`src/rtl/demux_pkg.sv`:
```
// Shared constants and types for the 1-to-4 two-bit demultiplexer slice.
package demux_pkg;
    localparam int NUM_CH    = 4;
    localparam int SEL_W     = 2;
    localparam int DEF_WIDTH = 2;
    localparam int DEF_CNT_W = 8;

    typedef logic [SEL_W-1:0] ch_idx_t;
endpackage

```
`src/rtl/demux_slot.sv`:
```
// One output register slice: data word, valid flag and delivered-transfer counter.
module demux_slot
    import demux_pkg::*;
#(
    parameter int WIDTH = DEF_WIDTH,
    parameter int CNT_W = DEF_CNT_W
) (
    input  logic             clk,
    input  logic             rst_n,
    input  logic             load,
    input  logic [WIDTH-1:0] load_data,
    input  logic             out_ready,
    output logic [WIDTH-1:0] data,
    output logic             valid,
    output logic [CNT_W-1:0] cnt,
    output logic             slot_ready
);
    logic drain;

    assign drain      = valid && out_ready;
    assign slot_ready = !valid || out_ready;

    // A load in the same cycle as a drain keeps valid high: full throughput.
    always_ff @(posedge clk or negedge rst_n) begin
        if (!rst_n) begin
            data  <= '0;
            valid <= 1'b0;
            cnt   <= '0;
        end else begin
            if (load) begin
                data  <= load_data;
                valid <= 1'b1;
            end else if (drain) begin
                valid <= 1'b0;
            end
            if (drain) begin
                cnt <= cnt + 1'b1;
            end
        end
    end
endmodule

```
`src/rtl/demux14_double_slice.sv`:
```
// 1-to-4 demultiplexer: steers a valid/ready input stream into four registered slots.
module demux14_double_slice
    import demux_pkg::*;
#(
    parameter int WIDTH = DEF_WIDTH,
    parameter int CNT_W = DEF_CNT_W
) (
    input  logic                    clk,
    input  logic                    rst_n,
    input  logic [WIDTH-1:0]        in_data,
    input  logic [SEL_W-1:0]        in_sel,
    input  logic                    in_valid,
    output logic                    in_ready,
    output logic [NUM_CH*WIDTH-1:0] out_data,
    output logic [NUM_CH-1:0]       out_valid,
    input  logic [NUM_CH-1:0]       out_ready,
    output logic [NUM_CH*CNT_W-1:0] cnt_flat,
    output logic                    busy
);
    logic [NUM_CH-1:0] slot_ready;
    logic [NUM_CH-1:0] load;
    ch_idx_t           sel;

    assign sel = in_sel;

    // Ready depends only on the addressed slot, never on in_valid.
    assign in_ready = slot_ready[sel];
    assign busy     = |out_valid;

    always_comb begin
        load = '0;
        load[sel] = in_valid && in_ready;
    end

    for (genvar i = 0; i < NUM_CH; i++) begin : g_slot
        demux_slot #(
            .WIDTH(WIDTH),
            .CNT_W(CNT_W)
        ) u_slot (
            .clk       (clk),
            .rst_n     (rst_n),
            .load      (load[i]),
            .load_data (in_data),
            .out_ready (out_ready[i]),
            .data      (out_data[i*WIDTH +: WIDTH]),
            .valid     (out_valid[i]),
            .cnt       (cnt_flat[i*CNT_W +: CNT_W]),
            .slot_ready(slot_ready[i])
        );
    end
endmodule

```
`config.mk`:
```
export PLATFORM = sky130hd
export DESIGN_NAME = demux14_double_slice
export DESIGN_NICKNAME = d
export VERILOG_FILES = /design/src/rtl/demux_pkg.sv /design/src/rtl/demux_slot.sv /design/src/rtl/demux14_double_slice.sv
export SDC_FILE = /design/constraint.sdc
export NUM_CORES = 1
export LEC_CHECK = 0
export ABC_AREA = 1
export BUFFER_PORTS_ARGS = -buffer_cell sky130_fd_sc_hd__buf_2
export CAP_MARGIN = 10
export CORE_MARGIN = 4
export CORE_UTILIZATION = 30
export DETAILED_ROUTE_END_ITERATION = 8
export GPL_TIMING_DRIVEN = 1
export HOLD_SLACK_MARGIN = 0.02
export RECOVER_POWER = 50
export REMOVE_ABC_BUFFERS = 1
export SLEW_MARGIN = 20
export SYNTH_ARGS = -nofsm -noshare
export SYNTH_HDL_FRONTEND = slang
export SYNTH_SLANG_ARGS = --single-unit
export TNS_END_PERCENT = 5
```
`constraint.sdc`:
```
create_clock -name clk -period 1.25 [get_ports clk]
set_clock_uncertainty 0.05 [all_clocks]
set_input_delay 0.125 -clock clk [delete_from_list [all_inputs] [get_ports clk]]
set_output_delay 0.125 -clock clk [all_outputs]
set_load 0.05 [all_outputs]
```
==> results_dict.tcl, run 1 <==
set metrics [dict create \
    grt_pass1_wl_mm 7.810 \
    synth_edf_count 0 \
    clk_latency_ns 0.29 \
    rows 29 \
    fmax_ghz 0.7172 \
    ys_ff_latch 44 \
    ys_seq_area_share_pct 54.09 \
    synthArstFlopShare_pct 100.0 \
    syn_to_final_growth_pct 38.91 \
    synth_top_family_by_area "simple AND/OR/NAND/NOR gates" \
    ys_warn_count 0 \
    detail-route-antenna-nets 0 \
    via_per_inst 4.432 \
    synth-xor-area-share_pct 9.896 \
    rsz0062_at_grt "yes" \
    io_pins 57 \
    busiest_layer "met2" \
    cp.arrival_ns 1.22 \
    synthDistinctLibCells 25 \
    crit_fanout 2 \
    start_util_pct 31.52 \
    cts_inserted_buffers 5 \
    htree_levels 2 \
    vias 1733 \
    first_iter_violations 28 \
    fin_ws_ns -0.1444 \
    ir_worst_vdd_uv 1117 \
    chipHeight_um 90.38 \
    required_ns 1.08 \
    post-route-util_pct 43.78 \
    grt_antenna_before_repair 0 \
    die-area_mm2 0.008168 \
    cts.path.max_buffers 2 \
    grt_usage_pct 11.56 \
    synth_compound_area_share_pct 1.598 \
    use_met1_pct 13.72 \
    synth-simple-area-share_pct 23.79 \
    dieWidth_um 90.38 \
    slew_headroom_pct 59.11 \
    violations "setup timing" \
    wl_per_cell_um 11.52 \
    hpwlAfterDp_mm 3.437 \
    grt_max_degree 45 \
    place_ws_ns -0.09246 \
    netlist_instances 219 \
    status "finished, violations left" \
    crit_type "register to primary output" \
    place_congestion 0.7772 \
    fillers 668 \
    tightest_slew_ns 0.6134 \
    finalCritPeriodShare_pct 111.5 \
    nets 328 \
    met2_usage_pct 19.48 \
    cpPeakStageDelay_ns 0.40 \
    drt_pass1_iterations 4 \
    drc 0 \
    drive_gt1_share_pct 36.94 \
    synthFlopType "dfrtp_1" \
    power_leakage_nw 1.546 \
    avgSynthCellArea_um2 9.295 \
    hold_viol 0 \
    fin_crit_ns 1.394 \
    setup_viol 17 \
    hold_path_class "input port to register" \
    slew_viol_final 0 \
    p_per_area_mw_per_mm2 2078 \
    path_cells "inv_2 > nor2_1 > nand2_1 > nand2_2 > nor2_4 > buf_6" \
    synth-adder-area-share_pct 2.459 \
    clock-sinks 44 \
    maxCapViolations 0 \
    synth_area_mm2 0.002036 \
    critical-path-slowest-cell "dfrtp_1" \
    diodes 0 \
    start_kind "register" \
    grtUsageMet3_pct 3.917 \
    clock-root-buffer "clkbuf_8" \
    core_mm2 0.006459 \
    cts_tree "built" \
    end_kind "primary output" \
    muxShareOfSynthArea_pct 0.5532 \
    overflow 0 \
    io_buffers 56 \
    grt_pass1_vias 1733 \
    routed_wl_mm 4.504 \
    cts.clk_slew.worst_paths_ns 0.09 \
]
-- worst max-delay path: cells and delay by family, from the launching register on --
family | cells | cell delay (ns)
buffers and inverters | 2 | 0.23
AND/OR/NAND/NOR | 4 | 0.29
flip-flops | 1 | 0.40
-- cells in the final DEF, fill, tap and decap left out, types with 7 or more instances in the layout --
cell type / instances
nand2_1: 57
buf_2: 47
dfrtp_1: 44
buf_4: 33
inv_1: 23
nand4_1: 14
nor2_1: 11
xnor2_1: 11
xor2_1: 11
nor2_2: 7
nand3_1: 7
-- per-layer routing --
metal | vias up | wire [um]
met5 | - | 0
met4 | 0 | 89
met3 | 7 | 280
met2 | 39 | 2167
met1 | 818 | 1967
li1 | 869 | -
-- layout make-up --
class                      instances  area (um^2)  share of cell area, %
clock buffer                       5        68.82                  2.434
clock inverter                     3        42.54                  1.504
inverter                          29        108.9                  3.850
multi-input combinational        140        809.5                  28.63
sequential                        44         1101                  38.94
tap                               77        96.34                  3.407
timing repair buffer              93        600.6                  21.24
-- cells by family (layout without fill, tap and decap cells) --
family                     after synthesis  in the layout
and+or+nand+nor                        106            106
xor gates and xnor gates                23             23
buffers and inverters                   35            130
DFF                                     44             44
adders and majority gates                4              4
AOI/OAI and AO/OA                        6              6
muxes                                    1              1
-- state kept, by name (all words and copies together), names as in the netlist --
signal               flops
g_slot.u_slot.cnt       32
g_slot.u_slot.data       8
g_slot.u_slot.valid      4
-- report_power, final --
part | total (W) | internal, W | switching [W] | leakage [nW]
clock | 0.00108 | 0.000592 | 0.000487 | 0.0541
combinational | 0.00269 | 0.000782 | 0.00191 | 0.945
sequential | 0.00211 | 0.00178 | 0.000327 | 0.546
total | 0.00588 | 0.00315 | 0.00272 | 1.55
-- Yosys cell counts (4+ instances only) --
master	instances	area, um^2
buf_4	4	30.03
dfrtp_1	44	1101
ha_1	4	50.05
inv_1	24	90.09
inv_2	4	15.01
nand2_1	58	217.7
nand3_1	9	45.04
nand4_1	14	87.58
nor2_1	15	56.30
xnor2_1	11	96.34
xor2_1	12	105.1
-- metrics by stage --
stage               instance area [um^2]  std cells  power [W]  TNS [ns]  hold slack [ns]
finish                              2828        391   0.005875    -1.021          0.07412
detailed placement                  2596        375   0.004749   -0.7134          0.07713
global placement                    2596        375   0.004687   -0.2794          0.07702
global route                        2828        391   0.006255    -3.945          0.07088
CTS                                 2814        391   0.005915    -1.336          0.06459
floorplan                           1989        213   0.003928    -11.46          -0.2206
-- path summary, 6_finish.rpt --
path | slack (ns) | startpoint | depth (start not counted) | end
max | -0.14 | g_slot[3].u_slot.valid$_DFFE_PN0P_ | 6 | in_ready
min | 0.07 | in_data[1] | 3 | g_slot[3].u_slot.data[1]$_DFFE_PN0P_
max reg2reg | -0.09 | g_slot[3].u_slot.valid$_DFFE_PN0P_ | 9 | g_slot[3].u_slot.data[1]$_DFFE_PN0P_
min reg2reg | 0.43 | g_slot[1].u_slot.data[0]$_DFFE_PN0P_ | 2 | g_slot[1].u_slot.data[0]$_DFFE_PN0P_
max in group asynchronous | 0.30 | rst_n | 3 | g_slot[3].u_slot.cnt[6]$_DFFE_PN0P_
min in group asynchronous | 0.44 | rst_n | 3 | g_slot[3].u_slot.valid$_DFFE_PN0P_
-- repair_timing --
| action | 4_1_cts | 5_1_grt |
|---|---|---|
| pin swaps | 2 | 2 |
| endpoints found under the hold margin | 48 | 0 |
| setup buffers | 3 | 0 |
| endpoints found under the setup margin | 20 | 38 |
| resized for setup | 12 | 15 |
| hold buffers | 5 | 0 |
No activity file was read; power rests on OpenSTA's default activity.
==> run 2: changes to the inputs <==
--- a/config.mk
+++ b/config.mk
@@ -18,5 +18,6 @@
 export SLEW_MARGIN = 20
 export SYNTH_ARGS = -nofsm -noshare
 export SYNTH_HDL_FRONTEND = slang
+export SYNTH_HIERARCHICAL = 1
 export SYNTH_SLANG_ARGS = --single-unit
 export TNS_END_PERCENT = 5
==> results_dict.tcl, run 2 <==
set metrics [dict create \
    power_leakage_nw 1.768 \
    finalCritPeriodShare_pct 108.5 \
    fillers 829 \
    vias 1980 \
    io_buffers 56 \
    fin_tns_setup_ns -0.2286 \
    reg.largest.list "g_slot.u_slot/cnt x32, g_slot.u_slot/data x8, g_slot.u_slot/valid x4" \
    avgSynthCellArea_um2 8.253 \
    setup_viol 6 \
    clock-sinks 44 \
    r2r_cells 10 \
    hpwlAfterDp_mm 3.990 \
    io_pins 57 \
    hold_viol 0 \
    synth_common_cells "91 x nand2_1, 54 x inv_1, 44 x dfrtp_1, 24 x nor2_1, 16 x nand3_1" \
    synthArstFlopShare_pct 100.0 \
    overflow 0 \
    clock-root-buffer "clkbuf_8" \
    grt_pass1_vias 1966 \
    nets 381 \
    drt_pass1_iterations 4 \
    wl_met2_mm 2.451 \
    p_per_area_mw_per_mm2 1808 \
    tightest_slew_ns 0.6374 \
    wl_met3_um 316 \
    diodes 0 \
    netlist_instances 287 \
    startpoint "g_slot[1].u_slot/valid$_DFFE_PN0P_" \
    cpPeakStageDelay_ns 0.39 \
    path_cells "nand2_2 > nand2_2 > nand2_2 > nand2_2 > nand2_2 > buf_8" \
    synth.area.top_cells "dfrtp_1 46%, nand2_1 14%, inv_1 8.6%" \
    synth_top_area_share_pct 46.49 \
    core_mm2 0.007687 \
    hold_path_startpoint "in_data[1]" \
    drive_gt1_share_pct 34.33 \
    die-area_mm2 0.009381 \
    required_ns 1.08 \
    slew_viol_final 0 \
    syn_to_final_growth_pct 31.75 \
    whs_endpoint "g_slot[0].u_slot/data[1]$_DFFE_PN0P_" \
    final_cells 469 \
    wl_met1_mm 2.435 \
    synth_area_mm2 0.002369 \
    ys_ff_latch 44 \
    routed_wl_mm 5.254 \
    cts.clk_slew.worst_paths_ns 0.09 \
    status "finished, violations left" \
    maxCapViolations 0 \
    reg2reg_slack_ns -0.01 \
    start_kind "register" \
    final_cell_mix "86 x nand2_1, 49 x inv_1, 42 x dfrtp_1, 36 x buf_2, 20 x nor2_1" \
    crit_fanout 2 \
    start_util_pct 30.81 \
    synth_most_common_cell "nand2_1" \
    via_per_inst 4.222 \
    synth_edf_count 0 \
    crit_type "register to primary output" \
    yosys.area.top_type "dfrtp_1" \
    synthDistinctLibCells 16 \
    fin_ws_ns -0.1063 \
    critical-path-slowest-cell "dfrtp_1" \
    first_iter_violations 44 \
    whs_path_depth 3 \
    rsz0062_at_grt "yes" \
    ir_worst_vdd_uv 1106 \
    top_register "g_slot.u_slot/cnt" \
    violations "setup timing" \
    detail-route-antenna-nets 0 \
    post-place-cells 458 \
    synthFlopType "dfrtp_1" \
    htree_levels 2 \
    place_congestion 0.7743 \
    fin_crit_ns 1.356 \
    grt_max_degree 45 \
    grt_antenna_before_repair 0 \
    ys_seq_area_share_pct 46.49 \
    cts.path.max_buffers 2 \
    hold_path_class "input port to register" \
    slew_headroom_pct 57.51 \
    grt_usage_pct 11.73 \
    ys_warn_count 6 \
    drc 0 \
    grt_pass1_wl_mm 9.211 \
    routed.top_layer "met4" \
    chipHeight_um 96.86 \
    end_kind "primary output" \
    layout_commonest_cell "nand2_1" \
    cts_tree "built" \
    rows 32 \
    r2r-start "g_slot[1].u_slot/valid$_DFFE_PN0P_" \
    cts_inserted_buffers 5 \
    crit_top_cell "nand2_2" \
    largest_register_ffs 32 \
    wl_per_cell_um 11.20 \
    cp.arrival_ns 1.18 \
    worstReg2RegEnd "g_slot[1].u_slot/data[0]$_DFFE_PN0P_" \
    dieWidth_um 96.86 \
    clk_latency_ns 0.30 \
    fmax_ghz 0.7373 \
]
run 2: cell count changes in the layout (fill, tap and decap cells not counted), moves of 8 or more:
cell / delta
buf_2: -11
buf_4: -18
clkbuf_4: +9
inv_1: +26
nand2_1: +29
nand2_2: +16
nand3_1: +9
nand4_1: -8
nor2_1: +9
nor2_4: +10
run 2: final cells by class:
type / instances / area (um^2) / area share, %
Tap cell: 102 / 127.6 / 4.090
Inverter: 56 / 210.2 / 6.736
Timing Repair Buffer: 72 / 478.0 / 15.32
Multi-Input combinational cell: 187 / 1075 / 34.44
Clock buffer: 7 / 96.34 / 3.087
Clock inverter: 1 / 30.03 / 0.9623
Sequential cell: 44 / 1104 / 35.36
run 2: kinds of logic (layout without fill, tap and decap cells):
family / after synthesis / after routing / share of synthesized area (%)
flops: 44 / 44 / 46.49
simple gates: 167 / 167 / 36.61
fa+ha+maj: 4 / 4 / 2.113
xor+xnor: 16 / 16 / 5.917
buf+inv: 56 / 136 / 8.874
run 2: routing by layer:
metal | track usage [%] | up-vias
met4 | 2.916 | 0
li1 | - | 1009
met1 | 15.52 | 920
met5 | 0 | -
met2 | 18.52 | 45
met3 | 3.893 | 6
run 2: critical path, delay by kind of cell, from the launching register on:
family | cells | cell delay (ns)
flops | 1 | 0.39
simple gates | 5 | 0.34
buf+inv | 1 | 0.15
run 2: stage by stage:
step	hold WS (ns)	setup slack, ns	power (W)	util (%)	instance area [um^2]
3_3_place_gp	0.07751	0.01100	0.004320	37.55	2887
6_report	0.04380	-0.1063	0.005643	40.59	3120
4_1_cts	0.03755	-0.1295	0.005661	40.22	3092
3_5_place_dp	0.08515	-0.04652	0.004358	37.55	2887
5_1_grt	0.05026	-0.2006	0.006016	40.59	3120
2_1_floorplan	-0.2206	-0.5004	0.003683	-	2369
run 2: how the worst max path moves through the flow:
| stage | end | slack [ns] | cells past startpoint |
|---|---|---|---|
| final | in_ready | -0.11 | 6 |
| after global routing | in_ready | -0.20 | 6 |
| after detailed placement | g_slot[3].u_slot/data[1]$_DFFE_PN0P_ | -0.05 | 10 |
| after CTS | in_ready | -0.13 | 6 |
| after floorplan | g_slot[3].u_slot/data[0]$_DFFE_PN0P_ | -0.50 | 10 |
| after global placement | g_slot[3].u_slot/data[0]$_DFFE_PN0P_ | 0.01 | 10 |
run 2: report_power, final:
| part | leakage, nW | switching [W] | internal (W) |
|---|---|---|---|
| registers | 0.530 | 0.000314 | 0.00171 |
| logic | 1.17 | 0.00174 | 0.000673 |
| clock network | 0.0645 | 0.000503 | 0.000706 |
run 2: repair_timing:
| item | in CTS | in global routing |
|---|---|---|
| hold endpoints to repair | 44 | 0 |
| hold buffers | 1 | 0 |
| setup endpoints to repair | 11 | 31 |
| gates resized for setup | 20 | 29 |
| pin swaps | 6 | 7 |
| buffers inserted | 1 | 1 |
